[src/rtl/ifu_fetch_ctrl.sv]
// rtl/ifu_fetch_ctrl.sv - IFU fetch controller: PC register, AXI4-Lite AR/R master, IDU valid/ready source
// One instruction in flight; the PC only moves on a WBU commit or on reset.

module ifu_fetch_ctrl #(
    parameter logic [31:0] RST_PC  = 32'h8000_0000,
    parameter int unsigned TIMEOUT = 255
) (
    input  logic        clk,
    input  logic        rst,
    input  logic [31:0] next_pc_i,
    input  logic        commit_i,
    output logic        arvalid_o,
    input  logic        arready_i,
    output logic [31:0] araddr_o,
    input  logic        rvalid_i,
    output logic        rready_o,
    input  logic [31:0] rdata_i,
    input  logic [1:0]  rresp_i,
    output logic        valid_o,
    input  logic        ready_i,
    output logic [31:0] inst_o,
    output logic [31:0] pc_o,
    output logic        fault_o,
    output logic [1:0]  fault_cause_o
);

    typedef enum logic [1:0] {
        S_ADDR = 2'd0,
        S_DATA = 2'd1,
        S_HOLD = 2'd2,
        S_WAIT = 2'd3
    } state_t;

    localparam logic [1:0] CAUSE_NONE    = 2'b00;
    localparam logic [1:0] CAUSE_BUS     = 2'b01;
    localparam logic [1:0] CAUSE_MISALGN = 2'b10;
    localparam logic [1:0] CAUSE_TIMEOUT = 2'b11;

    // Expiry is detected on the last counted cycle so the fault lands after exactly TIMEOUT cycles.
    localparam logic [7:0] CNT_LAST = 8'(TIMEOUT - 1);

    state_t      r_state;
    state_t      w_state_nxt;
    logic [31:0] r_pc;
    logic [31:0] w_pc_nxt;
    logic [31:0] r_inst;
    logic [31:0] w_inst_nxt;
    logic        r_fault;
    logic        w_fault_nxt;
    logic [1:0]  r_cause;
    logic [1:0]  w_cause_nxt;
    logic [7:0]  r_cnt;
    logic [7:0]  w_cnt_nxt;
    logic        r_started;

    logic        w_ar_hs;
    logic        w_expired;
    logic        w_bus_err;

    assign w_ar_hs   = arvalid_o & arready_i;
    assign w_expired = (r_cnt == CNT_LAST);
    assign w_bus_err = (rresp_i != 2'b00);

    // Keeps AR quiet for the settle edge that follows reset release.
    always_ff @(posedge clk or negedge rst) begin
        if (!rst) begin
            r_started <= 1'b0;
        end else begin
            r_started <= 1'b1;
        end
    end

    always_ff @(posedge clk or negedge rst) begin
        if (!rst) begin
            r_state <= S_ADDR;
            r_pc    <= RST_PC;
            r_inst  <= 32'h0;
            r_fault <= 1'b0;
            r_cause <= CAUSE_NONE;
            r_cnt   <= 8'h0;
        end else begin
            r_state <= w_state_nxt;
            r_pc    <= w_pc_nxt;
            r_inst  <= w_inst_nxt;
            r_fault <= w_fault_nxt;
            r_cause <= w_cause_nxt;
            r_cnt   <= w_cnt_nxt;
        end
    end

    always_comb begin
        w_state_nxt = r_state;
        w_pc_nxt    = r_pc;
        w_inst_nxt  = r_inst;
        w_fault_nxt = r_fault;
        w_cause_nxt = r_cause;
        w_cnt_nxt   = r_cnt;

        case (r_state)
            S_ADDR: begin
                if (r_started) begin
                    if (w_ar_hs) begin
                        w_state_nxt = S_DATA;
                        w_cnt_nxt   = 8'h0;
                    end else if (w_expired) begin
                        w_state_nxt = S_HOLD;
                        w_inst_nxt  = 32'h0;
                        w_fault_nxt = 1'b1;
                        w_cause_nxt = CAUSE_TIMEOUT;
                        w_cnt_nxt   = 8'h0;
                    end else begin
                        w_cnt_nxt = r_cnt + 8'h1;
                    end
                end
            end

            S_DATA: begin
                if (rvalid_i) begin
                    w_state_nxt = S_HOLD;
                    w_inst_nxt  = rdata_i;
                    w_fault_nxt = w_bus_err;
                    w_cause_nxt = w_bus_err ? CAUSE_BUS : CAUSE_NONE;
                    w_cnt_nxt   = 8'h0;
                end else if (w_expired) begin
                    // Abandoning the outstanding read is fatal; the core traps on this fault.
                    w_state_nxt = S_HOLD;
                    w_inst_nxt  = 32'h0;
                    w_fault_nxt = 1'b1;
                    w_cause_nxt = CAUSE_TIMEOUT;
                    w_cnt_nxt   = 8'h0;
                end else begin
                    w_cnt_nxt = r_cnt + 8'h1;
                end
            end

            S_HOLD: begin
                if (ready_i) begin
                    w_state_nxt = S_WAIT;
                end
            end

            S_WAIT: begin
                if (commit_i) begin
                    w_pc_nxt    = next_pc_i;
                    w_fault_nxt = 1'b0;
                    w_cause_nxt = CAUSE_NONE;
                    w_cnt_nxt   = 8'h0;
                    if (next_pc_i[1:0] == 2'b00) begin
                        w_state_nxt = S_ADDR;
                    end else begin
                        w_state_nxt = S_HOLD;
                        w_inst_nxt  = 32'h0;
                        w_fault_nxt = 1'b1;
                        w_cause_nxt = CAUSE_MISALGN;
                    end
                end
            end

            default: begin
                w_state_nxt = S_ADDR;
            end
        endcase
    end

    assign arvalid_o     = (r_state == S_ADDR) & r_started;
    assign rready_o      = (r_state == S_DATA);
    assign valid_o       = (r_state == S_HOLD);
    assign araddr_o      = r_pc;
    assign pc_o          = r_pc;
    assign inst_o        = r_inst;
    assign fault_o       = r_fault;
    assign fault_cause_o = r_cause;

endmodule

[config.mk]
export PLATFORM = sky130hd
export DESIGN_NAME = ifu_fetch_ctrl
export DESIGN_NICKNAME = d
export VERILOG_FILES = /design/src/rtl/ifu_fetch_ctrl.sv
export SDC_FILE = /design/constraint.sdc
export NUM_CORES = 1
export LEC_CHECK = 0
export ABC_CLOCK_PERIOD_IN_PS = 5000
export CORE_AREA = 4 4 71 139
export CTS_BUF_LIST = sky130_fd_sc_hd__clkbuf_4 sky130_fd_sc_hd__clkbuf_8
export DETAILED_ROUTE_END_ITERATION = 8
export DIE_AREA = 0 0 75 143
export PLACE_DENSITY_LB_ADDON = 0.08
export SETUP_SLACK_MARGIN = 0.4
export SLEW_MARGIN = 25
export SYNTH_ARGS = -nofsm -noshare
export SYNTH_HDL_FRONTEND = slang
export SYNTH_SLANG_ARGS = --single-unit
[constraint.sdc]
create_clock -name clk -period 5 [get_ports clk]
set_input_delay 0.5 -clock clk [delete_from_list [all_inputs] [get_ports clk]]
set_output_delay 0.5 -clock clk [all_outputs]
set_load 0.02 [all_outputs]
=== Word-level counts from Yosys, hierarchy flattened ===
Cells that the tools add are included.

* Flip-flop bits (word level): 78
* Output and inout bits: 102
* Logic and storage cells: 62
* Input port bits: 72

* $add $sub $neg: 1
* Bitwise gates (word level): 2
* Muxes and demuxes: 34
* Reductions and logical operators: 9
* Eq/ne operators: 9

{| class="wikitable"
|+ Operators with widths
! cell !! number
|-
| 32-bit two-way mux || 6
|-
| 32-bit one-hot mux with 3 select lines || 1
|-
| 8-bit two-way mux || 5
|-
| 8-bit one-hot mux with 3 select lines || 1
|-
| 2-bit two-way mux || 11
|-
| 8-bit by 1-bit adder with 8-bit output (second input constant) || 1
|-
| 8-bit equality test (second input constant) || 1
|-
| 2-bit inequality test (second input constant) || 4
|-
| 2-bit one-hot mux with 4 select lines || 1
|-
| 1-bit two-way mux || 7
|-
| 2-bit one-hot mux with 3 select lines || 1
|-
| 3-bit AND reduction || 2
|-
| 5-bit AND reduction || 1
|-
| 2-bit equality test (second input constant) || 2
|-
| 2-bit zero test || 2
|-
| 4-bit AND reduction || 1
|-
| 1-bit one-hot mux with 3 select lines || 1
|-
| 3-bit nonzero test || 1
|-
| 1-bit AND || 2
|-
| 2-bit by 1-bit equality test with 1-bit output (second input constant) || 1
|-
| 2-bit by 1-bit inequality test with 1-bit output (second input constant) || 1
|-
| 2-bit AND reduction || 1
|-
| 2-bit nonzero test || 1
|}

=== Logic depth before layout (Yosys ltp) ===
* Word-level depth: 6
* Gate-level depth with buffers: 8
* Depth with buffers taken out: 6

=== Worst setup path before layout ===
OpenSTA, ideal clock, no wires.

* Path type: flip-flop to flip-flop
* From: register r_state[0]
* To: register r_cnt[2]
* Data arrival time: 1811 ps
* Setup time: 147 ps
* Cell stages (with the launch flop): 6
* Required time: 4853 ps
* Setup slack: 3041 ps
* Buffers on the path: 1
* Period minus slack after synthesis: 1959 ps
* Cells stage by stage: dfrtp_1 buf_4 nor3b_1 nand2_1 nand3_1 o311ai_0

* Word-level cells in the longest chain between the ends: 6
* Elaborated cells on any way between the ends: 12
* Classes of those cells: 4 x eq/ne; 3 x mux; 2 x bitwise; 3 x reduce/logical

{| class="wikitable"
|+ RTL lines
! element !! line !! source
|-
| start, declared || 42 || <nowiki>state_t r_state;</nowiki>
|-
| start signal, assigned || 82 || <nowiki>r_state <= w_state_nxt;</nowiki>
|-
| 2-bit zero test || 165 || <nowiki>assign arvalid_o = (r_state == S_ADDR) & r_started;</nowiki>
|-
| 1-bit AND || 165 ||
|-
| named net arvalid_o || 12 || <nowiki>output logic arvalid_o,</nowiki>
|-
| 1-bit AND || 60 || <nowiki>assign w_ar_hs = arvalid_o & arready_i;</nowiki>
|-
| 8-bit two-way mux || 102 || <nowiki>if (w_ar_hs) begin</nowiki>
|-
| 8-bit two-way mux || 101 || <nowiki>if (r_started) begin</nowiki>
|-
| 8-bit one-hot mux with 3 select lines || 99 || <nowiki>case (r_state)</nowiki>
|-
| end signal, assigned || 87 || <nowiki>r_cnt <= w_cnt_nxt;</nowiki>
|-
| end, declared || 52 || <nowiki>logic [7:0] r_cnt;</nowiki>
|}

The timed path passes the listed nets, and every way through them passes these cells. The select of a mux whose other input is x is not followed.
A chain may end at the register's enable or synchronous reset.

=== Final worst setup path ===
* From: register r_state[0]
* To: output port arvalid_o

* Word-level cells in the longest chain between the ends: 2

{| class="wikitable"
|+ RTL lines
! element !! line
|-
| 2-bit zero test || 165
|-
| 1-bit AND || 165
|-
| end, declared || 12
|}

Every way passes these cells.

==> metrics.yaml <==
maxSlewViolCount: 0
seqPwrFrac: 0.317
cts_setup_buffers: 0
ys_types: 44
r2r-end: "inst_o[3]"
drtPass1Iterations: 4
slew_headroom: 0.521
place_ws_ns: 2.59
drtIter0Drc: 90
ctsResizeCount: 0
fin_setup_tns_ns: 0
holdWs_ns: 0.158
routedWlPerCell_um: 18.2
fin_skew_ns: 0.0101
crit_chain: "nor3b_1, clkdlybuf4s50_1"
route.detailed.drc: 0
switchingPower_uw: 1300
fin_ws_ns: 2.64
cts_made_buffers: 9
crit_type: "reg -> out"
die-height_um: 143
clockBufferDepth: 2
grt_pass1_wl_um: 14600
critical_path.slowest_cell: "clkdlybuf4s50_1"
synth-edff-count: 0
die_width_um: 75
syn_avg_cell_area_um2: 12.7
drv_cap: 0
endpoint_kind: "primary output"
start_util: 0.390
layout_commonest_cell: "clkdlybuf4s50_1"
r2r-start: "r_state[0]"
p_int_uw: 2040
ir_worst_vdd_v: 0.000271
drtAntennaViolNets: 0
yosysSeqAreaShare: 0.563
final_nets: 488
r2r_cells: 4
syn2layout_area_growth_pct: 50.3
vias_per_cell: 5.12
yosys_warnings: 0
cts_max_level: 3
totalWireLength_um: 9460
synth_nets: 347
ys.flop_type: "dfrtp_1"
grt_max_degree: 79
n_antenna_cell: 0
clockPowerShare: 0.148
antenna_found_initial: 0
cp_data_required_time_ns: 4.50
cts_tree: "yes"
worst_slew_pin_slew_ns: 0.718
ios: 174
min_period_over_period: 0.472
powerDensity_nw_per_um2: 641
p_leak_uw: 0.00221
overflow: 0
grt_pass1_vias: 2820
final-seq-area_um2: 1950
multiInputGateArea_um2: 1150
crit_buf_inv: 1
setup_viol: 0
reg2reg_setup_slack_ns: 2.95
gp_congestion: 0.832
num_rows: 49
clkSinkCount: 78
hold_class: "in -> async"
ys_ff_latch: 78
period_needed_ns: 2.36
synth_area_um2: 3470
p_sw_frac: 0.390
clk_pin_slew_ns: 0.08
root_buffer: "clkbuf_8"
critPathMaxFanout: 14
vias: 2668
dp_hpwl_um: 7060
clk_latency_ns: 0.35
final_cell_mix: "172 x clkdlybuf4s50_1, 77 x dfrtp_1, 32 x mux2_2"
rsz0062_at_grt: "no"
crit_arrival_ns: 1.86
p_total_uw: 3350
drive_gt1_frac: 0.143
core_area_um2: 8890
synth_async_sr_flop_share: 1.00
critPathMaxStageDelay_ns: 0.66
track_usage: 0.181
finalHoldViolCount: 0
cp-start-kind: "flip-flop"
status: "complete, no violations"
crit_family: "buffers and inverters"
portBuffers: 173
cts_hold_buf: 0
synthCells: 273
power_frac_comb: 0.535
fillCellCount: 765
fmax_mhz: 423
die-area_um2: 10700
==> synth_stat cells (all sizes together) (2+ instances only) <==
| cell type | instances | area share |
|---|---|---|
| mux2 | 32 | 0.10 |
| nand4 | 4 | 0.0090 |
| a22o | 32 | 0.081 |
| o21ai | 5 | 0.0072 |
| o21a | 4 | 0.0087 |
| a21oi | 5 | 0.0083 |
| nand3 | 7 | 0.014 |
| o22ai | 3 | 0.0054 |
| buf | 45 | 0.098 |
| nand2b | 4 | 0.0072 |
| a31oi | 2 | 0.0036 |
| ha | 2 | 0.0072 |
| inv | 9 | 0.0097 |
| nand2 | 8 | 0.0087 |
| a32oi | 2 | 0.0050 |
| nor2 | 9 | 0.0097 |
| nor3 | 3 | 0.0043 |
| dfrtp | 77 | 0.56 |
==> how the worst max path moves through the flow <==
stage,start,endpoint,cells after the start
after floorplan,r_state[0],r_cnt[2],5
after global placement,commit_i,inst_o[3],5
after detailed placement,commit_i,inst_o[3],5
after CTS,r_state[0],arvalid_o,2
after global routing,r_state[0],arvalid_o,2
final,r_state[0],arvalid_o,2
==> per-layer routing <==
metal  wire length (um)  share of wire  track usage  up-vias
met5                  0              0            0        -
met4                193          0.020       0.0666        0
met3                705          0.075       0.0486       14
met2               5160           0.55        0.317      110
met1               3400           0.36        0.203     1304
li1                   -              -            -     1240
==> flip-flops by register name (all words and copies together), names as in the netlist <==
name	count
fault_o	1
araddr_o	32
r_cnt	8
inst_o	32
r_started	1
fault_cause_o	2
r_state	2
==> kinds of logic after synthesis <==
logic type / Yosys count / share of synthesized area
and+or+nand+nor: 41 / 0.0681
AOI/OAI and AO/OA: 65 / 0.150
other: 1 / 0.00108
adders and majority gates: 2 / 0.00721
muxes: 32 / 0.104
DFF: 78 / 0.563
buffers and inverters: 54 / 0.107
==> area by class of cell <==
| cell class | instances | area share |
|---|---|---|
| Clock buffer | 11 | 0.0290 |
| Clock inverter | 5 | 0.0108 |
| Sequential cell | 78 | 0.374 |
| Tap cell | 102 | 0.0245 |
| Multi-Input combinational cell | 141 | 0.220 |
| Inverter | 9 | 0.00647 |
| Timing Repair Buffer | 175 | 0.335 |
==> worst register-to-register path: cells and delay by family (launching register included) <==
| family | cells | cell delay, ns |
|---|---|---|
| AOI/OAI and AO/OA | 3 | 0.96 |
| DFF | 1 | 0.60 |
| and+or+nand+nor | 1 | 0.37 |
==> power groups by stage <==
stage	Clock, uW	Combinational (uW)	Sequential, uW
2_1_floorplan	0	905	1290
3_3_place_gp	0	1790	1060
3_5_place_dp	0	1820	1070
4_1_cts	509	1820	1060
5_1_grt	533	1910	1100
6_report	495	1790	1060
==> per-stage QoR <==
step,instances,instance area (um2),util
2_1_floorplan,273,3470,-
3_3_place_gp,505,5010,0.563
3_5_place_dp,505,5010,0.563
4_1_cts,521,5210,0.586
5_1_grt,521,5220,0.587
6_report,521,5220,0.587
Note: power is estimated with default switching activity, not from simulation.
